## config.mk

```make
export PLATFORM = sky130hd
export DESIGN_NAME = gan_disc_scheduler
export DESIGN_NICKNAME = d
export VERILOG_FILES = /design/src/rtl/gan_disc_scheduler.sv
export SDC_FILE = /design/constraint.sdc
export NUM_CORES = 1
export LEC_CHECK = 0
export BUFFER_PORTS_ARGS = -buffer_cell sky130_fd_sc_hd__buf_4
export CORE_AREA = 10 10 196 198
export DETAILED_ROUTE_END_ITERATION = 16
export DIE_AREA = 0 0 206 208
export PLACE_DENSITY = 0.68
export REMOVE_ABC_BUFFERS = 1
export SYNTH_ARGS = -nofsm -noshare
export SYNTH_HDL_FRONTEND = slang
export SYNTH_SLANG_ARGS = --single-unit
```

## constraint.sdc

```tcl
create_clock -name clk -period 6.85 [get_ports clk]
set_input_delay 0 -clock clk [delete_from_list [all_inputs] [get_ports clk]]
set_output_delay 0 -clock clk [all_outputs]
set_load 0.03 [all_outputs]
```

## src/rtl/gan_disc_scheduler.sv

```systemverilog
// gan_disc_scheduler: round-robin sharing of one discriminator between the real and fake sample paths
module gan_disc_scheduler #(
  parameter int DATA_WIDTH     = 16,
  parameter int INPUT_SIZE     = 9,
  parameter int TIMEOUT_CYCLES = 255,
  parameter int CNT_WIDTH      = 16
) (
  input  logic                               clk,
  input  logic                               rst_n,
  input  logic                               real_req,
  input  logic [INPUT_SIZE*DATA_WIDTH-1:0]   real_data,
  output logic                               real_ack,
  output logic                               real_score_valid,
  output logic [DATA_WIDTH-1:0]              real_score,
  input  logic                               fake_req,
  input  logic [INPUT_SIZE*DATA_WIDTH-1:0]   fake_data,
  output logic                               fake_ack,
  output logic                               fake_score_valid,
  output logic [DATA_WIDTH-1:0]              fake_score,
  output logic [INPUT_SIZE*DATA_WIDTH-1:0]   d_data,
  output logic                               d_valid,
  input  logic                               d_done,
  input  logic [DATA_WIDTH-1:0]              d_score,
  output logic                               busy,
  output logic                               timeout_err,
  input  logic                               clear_cnt,
  output logic [CNT_WIDTH-1:0]               real_cnt,
  output logic [CNT_WIDTH-1:0]               fake_cnt
);
  localparam int WW = $clog2(TIMEOUT_CYCLES);
  typedef enum logic [1:0] {IDLE, ISSUE, WAIT, RESP} state_t;
  state_t state, state_n;
  logic owner, owner_n, last, timeout;
  logic [WW-1:0] wcnt, wcnt_n;
  logic [DATA_WIDTH-1:0] score_n;
  // next state, arbitration (owner 1 = fake) and wait-counter/timeout evaluation
  always_comb begin
    state_n = state;
    owner_n = owner;
    wcnt_n  = wcnt;
    score_n = '0;
    timeout = 1'b0;
    case (state)
      IDLE: if (real_req || fake_req) begin
        owner_n = (real_req && fake_req) ? ~last : fake_req;
        state_n = ISSUE;
      end
      ISSUE: begin
        wcnt_n  = '0;
        state_n = WAIT;
      end
      WAIT: begin
        timeout = !d_done && (wcnt == WW'(TIMEOUT_CYCLES - 1));
        score_n = d_done ? d_score : '0;
        wcnt_n  = (d_done || timeout) ? wcnt : wcnt + 1'b1;
        state_n = (d_done || timeout) ? RESP : WAIT;
      end
      default: state_n = IDLE;
    endcase
  end
  // state register, captured sample, round-robin pointer and registered one-cycle pulses
  always_ff @(posedge clk or negedge rst_n) begin
    if (!rst_n) begin
      state            <= IDLE;
      owner            <= 1'b0;
      last             <= 1'b1;
      wcnt             <= '0;
      d_data           <= '0;
      d_valid          <= 1'b0;
      real_ack         <= 1'b0;
      fake_ack         <= 1'b0;
      real_score_valid <= 1'b0;
      fake_score_valid <= 1'b0;
      real_score       <= '0;
      fake_score       <= '0;
      busy             <= 1'b0;
    end else begin
      state            <= state_n;
      owner            <= owner_n;
      wcnt             <= wcnt_n;
      if (state == IDLE && state_n == ISSUE) d_data <= owner_n ? fake_data : real_data;
      if (state == RESP) last <= owner;
      d_valid          <= state_n == ISSUE;
      real_ack         <= state_n == ISSUE && !owner_n;
      fake_ack         <= state_n == ISSUE && owner_n;
      real_score_valid <= state_n == RESP && !owner_n;
      fake_score_valid <= state_n == RESP && owner_n;
      if (state_n == RESP && !owner_n) real_score <= score_n;
      if (state_n == RESP && owner_n) fake_score <= score_n;
      busy             <= state_n != IDLE;
    end
  end
  // saturating per-source completion counters and sticky timeout flag; clear_cnt has priority
  always_ff @(posedge clk or negedge rst_n) begin
    if (!rst_n) begin
      real_cnt    <= '0;
      fake_cnt    <= '0;
      timeout_err <= 1'b0;
    end else if (clear_cnt) begin
      real_cnt    <= '0;
      fake_cnt    <= '0;
      timeout_err <= 1'b0;
    end else begin
      if (timeout) timeout_err <= 1'b1;
      if (state == RESP && !owner && !(&real_cnt)) real_cnt <= real_cnt + 1'b1;
      if (state == RESP && owner && !(&fake_cnt)) fake_cnt <= fake_cnt + 1'b1;
    end
  end
endmodule

```

Yosys cells after proc, flatten, opt, wreduce, memory -nomap -nowiden
Cells that the tools add are included.

operators by class
  equality and inequality tests = 7
  muxes and demuxes = 18
  reductions and logical operators = 27
  $add $sub $neg = 3
  bitwise logic cells = 1

operators by type and width
  kind                                            count
  two-way mux 144 bit                             1
  two-way mux 16 bit                              6
  adder 16 x 1 -> 16 bit (second input constant)  2
  AND reduction 16 bit                            2
  one-hot mux 8 bit (2 select lines)              1
  logical AND 1 bit                               11
  nonzero test 2 bit                              5
  adder 8 x 1 -> 8 bit (second input constant)    1
  == test 8 bit (second input constant)           1
  two-way mux 8 bit                               1
  two-way mux 1 bit                               7
  == test 2 bit (second input constant)           3
  one-hot mux 2 bit (3 select lines)              1
  logical NOT 1 bit                               5
  == test 2 x 1 -> 1 bit (second input constant)  2
  logical NOT 2 bit                               1
  logical OR 1 bit                                2
  two-way mux 2 bit                               1
  != test 2 bit (second input constant)           1
  AND reduction 2 bit                             1
  inverter 1 bit                                  1

storage, ports and cells
  word-level logic and storage cells = 72
  input port bits = 310
  output and inout port bits = 215
  bits in registers = 227

Logic depth before layout (Yosys ltp)
  depth in word-level cells = 7
  depth in mapped cells = 9
  gate-level depth less buffers = 7

Worst setup path after synthesis
OpenSTA, ideal clock, no wires.

  path type = reg2reg
  start point = register state[0]
  end point = register d_data[100]
  setup slack = 4492 ps
  clock period less this slack = 2358 ps
  path buffers = 3
  data required time = 6723 ps
  stages on the path, launching flop included = 9
  setup time = 127 ps
  arrival time = 2230 ps
  cells stage by stage = dfrtp_1 -> inv_1 -> ha_1 -> or4_1 -> a21boi_1 -> buf_4 -> buf_12 -> buf_8 -> mux2_1

between the ends
  word-level cells in the longest chain between the ends = 4
  elaborated cells on any way between the ends = 9
  classes of those cells = 3 x eq/ne; 4 x mux; 2 x reduce/logical

ends and longest elaborated chain
  item                                         line  text
  start, declared                              32    state_t state, state_n;
  start signal, assigned                       78    state <= state_n;
  == test 2 bit, or another cell as far along  43    case (state)
  one-hot mux 2 bit (3 select lines) *         43
  named net state_n[1]                         32
  == test 2 x 1 -> 1 bit *                     81    if (state == IDLE && state_n == ISSUE) d_data <= owner_n ? fake_data : real_data;
  logical AND 1 bit *                          81
  end signal, assigned                         81
  end, declared                                20    output logic [INPUT_SIZE*DATA_WIDTH-1:0] d_data,

Mark *: on every way through the listed nets, which the timed path passes. The rest lies on a longest branch.
A chain may end at the register's enable or synchronous reset.

Worst setup path in the final report
  start point = register state[0]
  end point = register d_data[61]

between the ends
  word-level cells in the longest chain between the ends = 4
  elaborated cells on any way between the ends = 9
  classes of those cells = 3 x eq/ne; 4 x mux; 2 x reduce/logical

ends and longest elaborated chain
  item                                         line
  == test 2 bit, or another cell as far along  43
  one-hot mux 2 bit (3 select lines)           43
  == test 2 x 1 -> 1 bit                       81
  logical AND 1 bit                            81

Parallel ways exist; a longest one is shown, timed or not.

==> impl_metrics.ini <==
[layout]
final_nets = 1990
fin_area_mm2 = 0.0197
finalNonFillerCells = 2166
area_delta_synth_final_pct = 75.6
drive_gt1_frac = 0.506
fillerInstances = 2693
final_cell_mix = 526 x buf_4, 310 x dlygate4sd3_1, 269 x mux2_2, 226 x dfrtp_1, 60 x mux2_1
post-route-util = 0.572
layout_commonest_cell = buf_4

[sta]
rsz0062_at_grt = no
worst_slew_pin_slew_ns = 1.02
slew_violations = 0
clock_skew_ns = 0.00934
fin_hold_ws_ns = 0.0539
timing.final.crit_share = 0.560
final.min_clock_period_ns = 3.83
setup_violations = 0
relSlewSlack = 0.318
fmax_mhz = 261
hold_viol = 0
fin_ws_ns = 3.02

[yosys]
synth_edf_count = 0
synth_warnings = 0
synth-seq-cells = 227
syn_inst = 847
synthFlopType = dfrtp_1
netlist_area_mm2 = 0.0112
ys_types = 54
postSynthAreaPerCell_um2 = 13.2
async_flop_share = 1.00
ys_seq_area_frac = 0.507

[floorplan]
num_io_pins = 525
std_cell_rows = 68
core_mm2 = 0.0344
die-area_mm2 = 0.0428
initial_core_util = 0.326
die_h_um = 208
fp.dieW_um = 206

[min_path]
hp-class = input port to asynchronous set/reset pin

[detailed_routing]
highest_layer = met4
firstDrtPassIters = 5
routed-wl-met2_mm = 24.7
drt_iter0_drc = 537
ant_nets = 0
wl_met1_mm = 17.4
routed_wl_mm = 48.6
vias = 10600
wl_per_cell_um = 22.4
viasPerCell = 4.90
drc = 0
route.met3.wl_mm = 4.23

[run]
max-cap-violations = 0

[worst_setup_path]
criticalPathCategory = flop to flop
crit_path_top_delay_cell = buf_4
regToRegStartpoint = state[0]
start_kind = flop
crit_required_ns = 7.26
rrSetupSlack_ns = 3.02
end_kind = flop
crit_chain = inv_1, ha_1, a21boi_0, a31oi_4, buf_4, mux2_2, dlygate4sd3_1, mux2_1
reg2reg_depth = 8
arrival_ns = 4.24
path_max_fanout = 70
r2r-end = d_data[61]
critPathMaxStageDelay_ns = 0.81

[clock_tree]
cts-root-buf = clkbuf_16
cts_sinks = 227
path_clk_slew_ns = 0.06
htreeDepth = 1
numCtsBuffers = 27
cts_tree = done
insertion_delay_ns = 0.53
cts_buffer_depth = 3

[placement]
pre_cts_slack_ns = 3.51
placedInstanceArea_mm2 = 0.0155
gp_congestion = 0.834
post-place-cells = 1787
port_buffers = 524
dpl.hpwl_mm = 33.3

[pwr]
power_leakage_nw = 9.17
peakVddDrop_mv = 0.376
power_density_mw_per_mm2 = 434

[grt]
grt_util_all_layers = 0.213
grt_max_degree = 130
antenna_found_initial = 18
grt_pass1_vias = 11500
grt_pass1_wl_mm = 71.4
grt_overflow = 0

[status]
outcome = finished, final reports clean
## per-layer routing
layer | GRT usage | vias to the layer above
li1 | - | 4789
met1 | 0.231 | 5290
met2 | 0.373 | 428
met3 | 0.0629 | 103
met4 | 0.0966 | 0
met5 | 0 | -
## synth_stat cells, types with 4 or more instances
| cell | instances | area share |
|---|---|---|
| nand2_1 | 27 | 0.0090 |
| mux2_2 | 269 | 0.27 |
| or2_2 | 5 | 0.0028 |
| ha_1 | 9 | 0.010 |
| nor4_1 | 6 | 0.0034 |
| o31ai_1 | 7 | 0.0047 |
| buf_4 | 9 | 0.0060 |
| inv_1 | 17 | 0.0057 |
| nor2b_1 | 10 | 0.0056 |
| nand3_1 | 12 | 0.0054 |
| a31oi_1 | 6 | 0.0034 |
| a21oi_1 | 19 | 0.0085 |
| nand2b_1 | 4 | 0.0022 |
| and3_1 | 20 | 0.011 |
| nor2_1 | 17 | 0.0057 |
| mux2_1 | 60 | 0.060 |
| dfrtp_1 | 226 | 0.50 |
| nor3_1 | 10 | 0.0045 |
| clkbuf_1 | 24 | 0.0080 |
| buf_8 | 6 | 0.0080 |
| nor3b_1 | 4 | 0.0027 |
| or4_1 | 10 | 0.0067 |
| o21ai_0 | 7 | 0.0031 |
| o311ai_0 | 4 | 0.0031 |
| nand4_1 | 7 | 0.0039 |
| mux2i_1 | 6 | 0.0054 |
| o41ai_1 | 8 | 0.0063 |
## how the worst max path moves through the flow
stage / start / to / depth (start not counted)
finish: state[0] / d_data[61] / 8
floorplan: state[0] / real_score[0] / 5
CTS: state[0] / d_data[136] / 8
global placement: state[0] / d_data[38] / 7
global route: state[0] / d_data[71] / 8
detailed placement: state[0] / d_data[132] / 7
## registers in the layout, summed over array words and instances (netlist names), 2 cells and up
name and count:
wcnt 8, fake_score 16, state 2, fake_cnt 16, real_score 16, real_cnt 16, d_data 144
## layout make-up
type / count / area [µm²] / area share
clock inverter: 14 / 253 / 0.0129
clock buffer: 35 / 746 / 0.0379
tap: 455 / 569 / 0.0289
antenna: 20 / 50.0 / 0.00254
sequential: 227 / 5680 / 0.289
multi-input combinational: 559 / 5200 / 0.264
inverter: 17 / 63.8 / 0.00324
timing repair buffer: 839 / 7110 / 0.361
## critical path, delay by kind of cell, from the launching register on
family / cells / cell delay (ns)
buffers and inverters: 3 / 1.49
flip-flops: 1 / 0.42
multiplexers: 2 / 0.75
adder cells (fa/ha/maj): 1 / 0.25
AO/OA/AOI/OAI: 2 / 0.72
## cells by family (layout without fill, tap and decap cells)
kind of cell,after synthesis,count (layout),synth area share
multiplexers,335,335,0.336
flip-flops,227,227,0.507
AND/OR/NAND/NOR,143,143,0.0710
AO/OA/AOI/OAI,71,71,0.0437
buffers and inverters,61,905,0.0313
adder cells (fa/ha/maj),9,9,0.0101
XOR/XNOR,1,1,0.000782
other,0,20,0
## through the flow
step,power (mW),setup TNS [ns]
finish,8.54,0
global route,8.93,0
CTS,8.48,0
detailed placement,6.29,0
global placement,6.21,0
floorplan,4.99,-588.93
## repair_timing
action                                  4_1_cts  5_1_grt
endpoints found under the hold margin       295        0
hold buffers                                310        0
resized for setup                             0        0
buffers inserted                              0        0
endpoints found under the setup margin        0        0
## power breakdown
part	total, mW	leakage, nW	switching (mW)	internal (mW)
Clock	1.62	0.493	0.595	1.03
Combinational	4.66	5.82	2.41	2.25
Sequential	2.25	2.86	0.357	1.90
Power figures use the tool's default switching activity.
